### config.mk
export PLATFORM = sky130hd
export DESIGN_NAME = bcd_entry_flat
export DESIGN_NICKNAME = d
export VERILOG_FILES = /design/src/rtl/bcd_entry_pkg.sv /design/src/rtl/bcd_entry_if.sv /design/src/rtl/bcd_entry_key_conditioner.sv /design/src/rtl/bcd_entry.sv /design/src/flat_wrapper.sv
export SDC_FILE = /design/constraint.sdc
export NUM_CORES = 1
export LEC_CHECK = 0
export BUFFER_PORTS_ARGS = -buffer_cell sky130_fd_sc_hd__buf_2
export CORE_UTILIZATION = 54
export CTS_BUF_LIST = sky130_fd_sc_hd__clkbuf_2
export DETAILED_ROUTE_END_ITERATION = 6
export PLACE_DENSITY = 0.81
export SYNTH_ARGS = -nofsm -noshare
export SYNTH_HDL_FRONTEND = slang
export SYNTH_HIERARCHICAL = 1
export SYNTH_SLANG_ARGS = --single-unit
### constraint.sdc
create_clock -name clk -period 4.3 [get_ports clk]
set_clock_uncertainty 0.15 [all_clocks]
set_input_delay 0.645 -clock clk [delete_from_list [all_inputs] [get_ports clk]]
set_output_delay 0.645 -clock clk [all_outputs]
set_load 0.02 [all_outputs]
### src/rtl/bcd_entry_pkg.sv
// rtl/bcd_entry_pkg.sv - shared widths and FSM state encoding for the BCD keypad entry block
package entry_pkg;
   localparam int DIGIT_W = 4;
   localparam int VALUE_W = 32;

   typedef enum logic [1:0] {
      IDLE    = 2'd0,
      ACCUM   = 2'd1,
      PRESENT = 2'd2
   } state_e;
endpackage

### src/rtl/bcd_entry_if.sv
// rtl/bcd_entry_if.sv - valid/ready value handoff from the entry block to the datapath
interface bcd_entry_if;
   import entry_pkg::*;

   logic [VALUE_W-1:0] value_out;
   logic               value_valid;
   logic               value_ready;

   modport master (output value_out, output value_valid, input value_ready);
   modport slave  (input value_out, input value_valid, output value_ready);
endinterface

### src/rtl/bcd_entry_key_conditioner.sv
// rtl/bcd_entry_key_conditioner.sv - synchronizer, optional debouncer, registered press pulse
// Debouncer present only when BCD_ENTRY_DEBOUNCE_EN is defined.
module key_conditioner #(
   parameter int DEBOUNCE_CYCLES = 16
) (
   input  logic clk,
   input  logic reset,
   input  logic key_i,
   output logic press_o
);
   logic sync1_q, sync2_q;
   logic level;
   logic level_prev_q, press_q;

   always_ff @(posedge clk) begin
      if (reset) begin
         sync1_q      <= 1'b0;
         sync2_q      <= 1'b0;
         level_prev_q <= 1'b0;
         press_q      <= 1'b0;
      end else begin
         sync1_q      <= key_i;
         sync2_q      <= sync1_q;
         level_prev_q <= level;
         press_q      <= level & ~level_prev_q;
      end
   end

`ifdef BCD_ENTRY_DEBOUNCE_EN
   localparam int CNT_W = $clog2(DEBOUNCE_CYCLES + 1);
   localparam logic [CNT_W-1:0] CNT_LAST = CNT_W'(DEBOUNCE_CYCLES - 1);

   logic             deb_q, deb_d;
   logic [CNT_W-1:0] cnt_q, cnt_d;

   // Count consecutive disagreeing samples; any agreement restarts the count.
   always_comb begin
      deb_d = deb_q;
      cnt_d = '0;
      if (sync2_q != deb_q) begin
         if (cnt_q == CNT_LAST) begin
            deb_d = sync2_q;
         end else begin
            cnt_d = cnt_q + 1'b1;
         end
      end
   end

   always_ff @(posedge clk) begin
      if (reset) begin
         deb_q <= 1'b0;
         cnt_q <= '0;
      end else begin
         deb_q <= deb_d;
         cnt_q <= cnt_d;
      end
   end

   assign level = deb_q;
`else
   logic unused_debounce_cfg;
   assign unused_debounce_cfg = ^32'(DEBOUNCE_CYCLES);
   assign level = sync2_q;
`endif

   assign press_o = press_q;
endmodule

### src/rtl/bcd_entry.sv
// rtl/bcd_entry.sv - keypad BCD digit accumulator presenting a binary value over valid/ready
// Key debouncing compiled in when BCD_ENTRY_DEBOUNCE_EN is defined.
module bcd_entry
   import entry_pkg::*;
#(
   parameter int DEBOUNCE_CYCLES = 16,
   parameter int MAX_DIGITS      = 9
) (
   input  logic               clk,
   input  logic               reset,
   input  logic [DIGIT_W-1:0] digit_sw,
   input  logic               key_enter,
   input  logic               key_done,
   bcd_entry_if.master        vbus,
   output logic [DIGIT_W-1:0] digit_count,
   output logic               err
);
   localparam logic [DIGIT_W-1:0] MAX_CNT = DIGIT_W'(MAX_DIGITS);

   logic enter_p, done_p;

   key_conditioner #(.DEBOUNCE_CYCLES(DEBOUNCE_CYCLES)) u_enter (
      .clk(clk), .reset(reset), .key_i(key_enter), .press_o(enter_p)
   );
   key_conditioner #(.DEBOUNCE_CYCLES(DEBOUNCE_CYCLES)) u_done (
      .clk(clk), .reset(reset), .key_i(key_done), .press_o(done_p)
   );

   state_e             state_q, state_d;
   logic [VALUE_W-1:0] acc_q, acc_d;
   logic [VALUE_W-1:0] value_q, value_d;
   logic               valid_q, valid_d;
   logic [DIGIT_W-1:0] cnt_q, cnt_d;
   logic               err_q, err_d;

   always_ff @(posedge clk) begin
      if (reset) begin
         state_q <= IDLE;
         acc_q   <= '0;
         value_q <= '0;
         valid_q <= 1'b0;
         cnt_q   <= '0;
         err_q   <= 1'b0;
      end else begin
         state_q <= state_d;
         acc_q   <= acc_d;
         value_q <= value_d;
         valid_q <= valid_d;
         cnt_q   <= cnt_d;
         err_q   <= err_d;
      end
   end

   always_comb begin
      state_d = state_q;
      acc_d   = acc_q;
      value_d = value_q;
      valid_d = valid_q;
      cnt_d   = cnt_q;
      err_d   = err_q;
      case (state_q)
         IDLE, ACCUM: begin
            // Done takes priority; a coincident digit is dropped.
            if (done_p) begin
               value_d = acc_q;
               valid_d = 1'b1;
               state_d = PRESENT;
            end else if (enter_p) begin
               if (digit_sw > 4'd9 || cnt_q >= MAX_CNT) begin
                  err_d = 1'b1;
               end else begin
                  acc_d   = acc_q * VALUE_W'(10) + VALUE_W'(digit_sw);
                  cnt_d   = cnt_q + 1'b1;
                  err_d   = 1'b0;
                  state_d = ACCUM;
               end
            end
         end
         PRESENT: begin
            if (vbus.value_ready) begin
               valid_d = 1'b0;
               acc_d   = '0;
               cnt_d   = '0;
               err_d   = 1'b0;
               state_d = IDLE;
            end
         end
         default: state_d = IDLE;
      endcase
   end

   assign vbus.value_out   = value_q;
   assign vbus.value_valid = valid_q;
   assign digit_count      = cnt_q;
   assign err              = err_q;
endmodule

### src/flat_wrapper.sv
// flat-port wrapper written by rule: the top's interface ports become plain ports
module bcd_entry_flat import entry_pkg::*;
#(
   parameter int DEBOUNCE_CYCLES = 16,
   parameter int MAX_DIGITS      = 9
)
  (clk, reset, digit_sw, key_enter, key_done, digit_count, err, vbus_value_out, vbus_value_valid, vbus_value_ready);
  bcd_entry_if vbus_i ();
  input  logic clk;
  input  logic reset;
  input  logic [DIGIT_W-1:0] digit_sw;
  input  logic key_enter;
  input  logic key_done;
  output logic [DIGIT_W-1:0] digit_count;
  output logic err;
  output wire logic [$bits(vbus_i.value_out)-1:0] vbus_value_out;
  output wire logic [$bits(vbus_i.value_valid)-1:0] vbus_value_valid;
  input wire logic [$bits(vbus_i.value_ready)-1:0] vbus_value_ready;
  assign vbus_value_out = vbus_i.value_out;
  assign vbus_value_valid = vbus_i.value_valid;
  assign vbus_i.value_ready = vbus_value_ready;
  bcd_entry #(.DEBOUNCE_CYCLES(DEBOUNCE_CYCLES), .MAX_DIGITS(MAX_DIGITS)) u_core (.clk(clk), .reset(reset), .digit_sw(digit_sw), .key_enter(key_enter), .key_done(key_done), .vbus(vbus_i), .digit_count(digit_count), .err(err));
endmodule
== After elaboration in Yosys (flattened, before gate mapping) ==
Index checks and enable logic that the tools add are counted.
Storage, ports and cells
  logic and storage cells: 63
  bits of input ports: 9
  register bits after elaboration: 80
  output and inout port bits: 38
Operators by class
  bitwise operators: 4
  $lt $le $gt $ge: 2
  multipliers: 1
  equality and inequality tests: 9
  add/sub/neg operators: 2
  reduce and logical (&&, ||, !) cells: 9
  muxes and demuxes: 22
Operators with widths (count)
  $mux 32: 4
  $pmux 32 s2: 1
  $add 32x4->32: 1
  $mul 32x3->31 const B: 1
  $mux 4: 4
  $ne 2x2->1 const B: 5
  $mux 2: 4
  $pmux 4 s2: 1
  $ne 3x3->1 const B: 2
  $reduce_and 3->1: 2
  $mux 1: 5
  $reduce_and 5->1: 1
  $add 4x1->4 const B: 1
  $ge 4x4->1 const B: 1
  $gt 4x4->1 const B: 1
  $pmux 1 s2: 2
  $pmux 2 s2: 1
  $reduce_and 4->1: 1
  $and 1x1->1: 2
  $eq 2x1->1 const B: 1
  $eq 2x2->1 const B: 1
  $logic_not 2->1: 1
  $not 1->1: 2
  $reduce_and 2->1: 1
  3 further kinds: 3

== Logic depth before layout (Yosys ltp) ==
  depth after elaboration: 6
  mapped depth: 13
  gate-level depth less buffers: 13

== Modules after synthesis ==
The synthesis kept the hierarchy.
Modules (own cells, without submodules)
  bcd_entry: instances 1, area an instance 5134.9 um^2, cells each 627
  key_conditioner: instances 2, area an instance 111.4 um^2, cells each 8

== Worst setup path after synthesis ==
Ideal clock, no wire load.
  kind: reg2reg
  start point: register u_core.acc_q[1]
  end point: register u_core.acc_q[31]
  path slack: 0.534 ns
  cell stages (with the launch flop): 14
  buffers on the path: 0
  period minus slack after synthesis: 3.766 ns
  arrival: 3.499 ns
  cell sequence: dfxtp_1 > ha_1 > ha_1 > fa_1 > a21o_2 > a221o_1 > a211o_1 > a21oi_1 > a21oi_1 > o41ai_1 > nor4_1 > and4bb_1 > xnor2_1 > a22o_1
On the way
  cells in the longest elaborated chain, start to end: 6
RTL lines
  from (decl): line bcd_entry.sv:30  | logic [VALUE_W-1:0] acc_q, acc_d;
  from (signal assigned): line bcd_entry.sv:39  | acc_q <= '0;
  from (signal assigned): line bcd_entry.sv:46  | acc_q <= acc_d;
  $mul 32x3->31: line bcd_entry.sv:72  | acc_d = acc_q * VALUE_W'(10) + VALUE_W'(digit_sw);
  $add 32x4->32: line bcd_entry.sv:72
  $mux 32: line bcd_entry.sv:69  | if (digit_sw > 4'd9 || cnt_q >= MAX_CNT) begin
  $mux 32: line bcd_entry.sv:68  | end else if (enter_p) begin
  $mux 32: line bcd_entry.sv:64  | if (done_p) begin
  $pmux 32 s2: line bcd_entry.sv:61  | case (state_q)
Every way passes these cells. The select of a mux whose other input is x is not followed.
A chain may end at the register's enable or synchronous reset.

== Final worst setup path ==
Ends and elaborated chain as after synthesis.

==> summary.md <==
| Metric | Value |
|---|---|
| Status | complete, no violations |
| Number of antenna violations at the first check in global routing | 0 |
| Worst Tran Pin Value | 1.19 ns |
| Dominant synthesized flop cell | dfxtp_1 |
| Kind of critical path | reg -> reg |
| First-pass GRT wire length | 21,500 µm |
| Final Cycle Share | 0.956 |
| Htree depth | 3 |
| Min-Delay Path Class | in -> reg |
| Lkg Pwr | 0.00250 µW |
| Pins over their slew limit | 0 |
| Total track usage | 0.264 |
| Fmax achieved | 243 MHz |
| Initial Util | 0.569 |
| Placed cells | 796 |
| Placeable Area | 9420 µm² |
| CP delay by family, top | compound AO/OA/AOI/OAI gates |
| Worst Setup End Kind | flip-flop |
| Synth Register Bits | 80 |
| YS warnings | 6 |
| Area grow syn2layout | 7.75% |
| Worst-Skew Late Latency | 0.50 ns |
| Cells after synthesis | 643 |
| Antenna fix cells | 0 |
| Die area | 10,300 µm² |
| Peak supply drop | 0.224 mV |
| Critical Path Max Stage Delay | 0.44 ns |
| Yosys top cell by area | dfxtp_1 |
| Final core occ | 0.613 |
| DR pass1 iterations | 4 |
| Power Total | 1160 µW |
| Final WL | 12,900 µm |
| Tmin final | 4.11 ns |
| Clock root buffer | clkbuf_2 |
| Mapped Area | 5360 µm² |
| Remaining global-route overflow | 0 |
| Post-Layout Cell Count | 813 |
| Cell Rows | 35 |
| Async set-reset flop share out of synthesis | 0 |
| CTS tree | built |
| Total CTS buffers | 9 |
| Seq/Total Area, Yosys | 0.299 |
| CP bufs+invs | 1 |
| IO Port Bufs | 46 |
| Relative slew slack | 0.206 |
| CTS Hold Bufs | 0 |
| Vias per cell | 5.84 |
| PD cells | 201 nW/µm² |
| Commonest non-fill, non-tap cell in the layout | nand2_1 |
| CP required | 4.59 ns |
| Startpoint class of the critical path | flip-flop |
| Vias | 4,748 |
| Post-synth EDFFs | 0 |
| CTS clk-pin slew, worst paths | 0.24 ns |
| Die extent in x | 102 µm |
| Antenna-violating nets left | 0 |
| Setup violators final | 0 |
| Per-cell routed wire length | 15.8 µm |
| Leading cell types in the layout, fill and taps excluded | nand2_1 (118), dfxtp_1 (79), a21oi_1 (70), ha_1 (61), buf_2 (46) |
| GP Congestion | 0.915 |
| Share of cells above drive strength 1 | 0.140 |
| CTS Sinks | 80 |
| Largest net degree at the start of global routing | 48 |
| Post-synth top area share | 0.299 |
| Mapped Nets | 715 |
| Cell variety after synth | 73 |
| Unrepaired setup endpoints after global routing | false |
| CTS Buffer Depth | 2 |
| Total of max-cap violations | 0 |
| Fin. Hold Viols | 0 |
| Worst Path Arrival | 4.40 ns |
| Die Ht | 102 µm |
| Largest cells by area after synthesis | dfxtp_1 (30%), ha_1 (14%), nand2_1 (8.3%) |
| DP Worst Slack | 0.183 ns |
| Crit-path cells | ha_1, ha_1, fa_1, a21o_2, a221o_1, a211o_1, a21oi_1, a21oi_1, o41ai_1, buf_4, nor4_1, and4bb_1, xnor2_1, a22o_1 |
| Fin Setup TNS | 0 ns |
| Slowest cell on crit path | o41ai_1 |
| DR iter-0 viols | 198 |
| Final nets | 751 |
| CP max FO | 5 |
| Vias in the first global route | 4,562 |
| Final worst slack | 0.187 ns |
| Final HPWL DP | 10,200 µm |
| Mapped Avg Cell Area | 8.33 µm² |
| I/O Pins | 47 |
| DRC Markers | 0 |
worst paths after layout:
kind,from,end,slack (ns),depth (start not counted)
setup reg to reg,u_core/acc_q[1],u_core/acc_q[31],0.19,14
hold / removal,key_enter,u_core/u_enter/sync1_q,0.18,2
setup / recovery,u_core/acc_q[1],u_core/acc_q[31],0.19,14
hold reg to reg,u_core/u_done/level_prev_q,u_core/u_done/press_o,0.27,1
synth_stat cells, drive strengths merged, types with 2 or more instances:
cell     count
a211o        2
a211oi       9
a21o         9
a21oi       70
a22o        18
a31oi        3
and2         2
and3         2
and4         5
buf          6
clkbuf      22
dfxtp       80
fa           2
ha          61
inv         13
nand2      118
nand2b       4
nand3       11
nand4        8
nor2        31
nor2b       12
nor3         7
nor3b        5
nor4         5
o2111ai      2
o211ai      10
o21a        10
o21ai       36
o21bai       2
o22ai        2
o41ai        2
or2          3
or3          4
xnor2       28
xor2        20
stage by stage:
stage / hold WS, ns / area (µm²)
after detailed placement: 0.252 / 5660
after floorplan: 0.237 / 5360
final: 0.181 / 5770
after CTS: 0.142 / 5760
after global placement: 0.249 / 5660
after global routing: 0.124 / 5770
report_power, final:
group	internal, µW	leakage, µW	switching (µW)
Clock	81.5	0.0000583	282
Combinational	13.8	0.00179	30.6
Sequential	749	0.000646	3.32
state kept, by name (all words and copies together) (netlist names):
register / flops
u_core/u_done/level_prev_q: 1
u_core/u_enter/sync1_q: 1
u_core/vbus.value_out: 32
u_core/u_done/press_o: 1
u_core/u_done/level: 1
u_core/u_done/sync1_q: 1
u_core/u_enter/level_prev_q: 1
u_core/digit_count: 4
u_core/u_enter/level: 1
u_core/err: 1
u_core/state_q: 2
u_core/u_enter/press_o: 1
u_core/vbus.value_valid: 1
u_core/acc_q: 32
repair_timing:
action	in CTS	in global routing
buffers inserted	0	1
resized for setup	0	2
setup endpoints to repair	0	4
logic make-up (layout without fill, tap and decap cells):
group / after synthesis / count (layout) / share of synthesized area
xor gates and xnor gates: 48 / 48 / 0.0799
adders and majority gates: 63 / 63 / 0.150
DFF: 80 / 80 / 0.299
buffers and inverters: 41 / 82 / 0.0343
and+or+nand+nor: 222 / 222 / 0.202
AOI/OAI and AO/OA: 188 / 188 / 0.232
muxes: 1 / 1 / 0.00210
area by class of cell:
class                           instances  area, µm²
Tap cell                              129        161
Timing Repair Buffer                   53        283
Clock buffer                            9       45.0
Multi-Input combinational cell        522       3580
Sequential cell                        80       1600
Inverter                               13       48.8
Fill cell                             822       3640
Clock inverter                          7       52.6
metal layers:
metal | vias to the layer above | GRT usage | routed length, µm
met5 | - | 0 | 0
met4 | 0 | 0.110 | 385
li1 | 2393 | - | -
met1 | 2191 | 0.319 | 5640
met2 | 131 | 0.460 | 6310
met3 | 33 | 0.0469 | 538
Note: power is estimated with default switching activity, not from simulation.
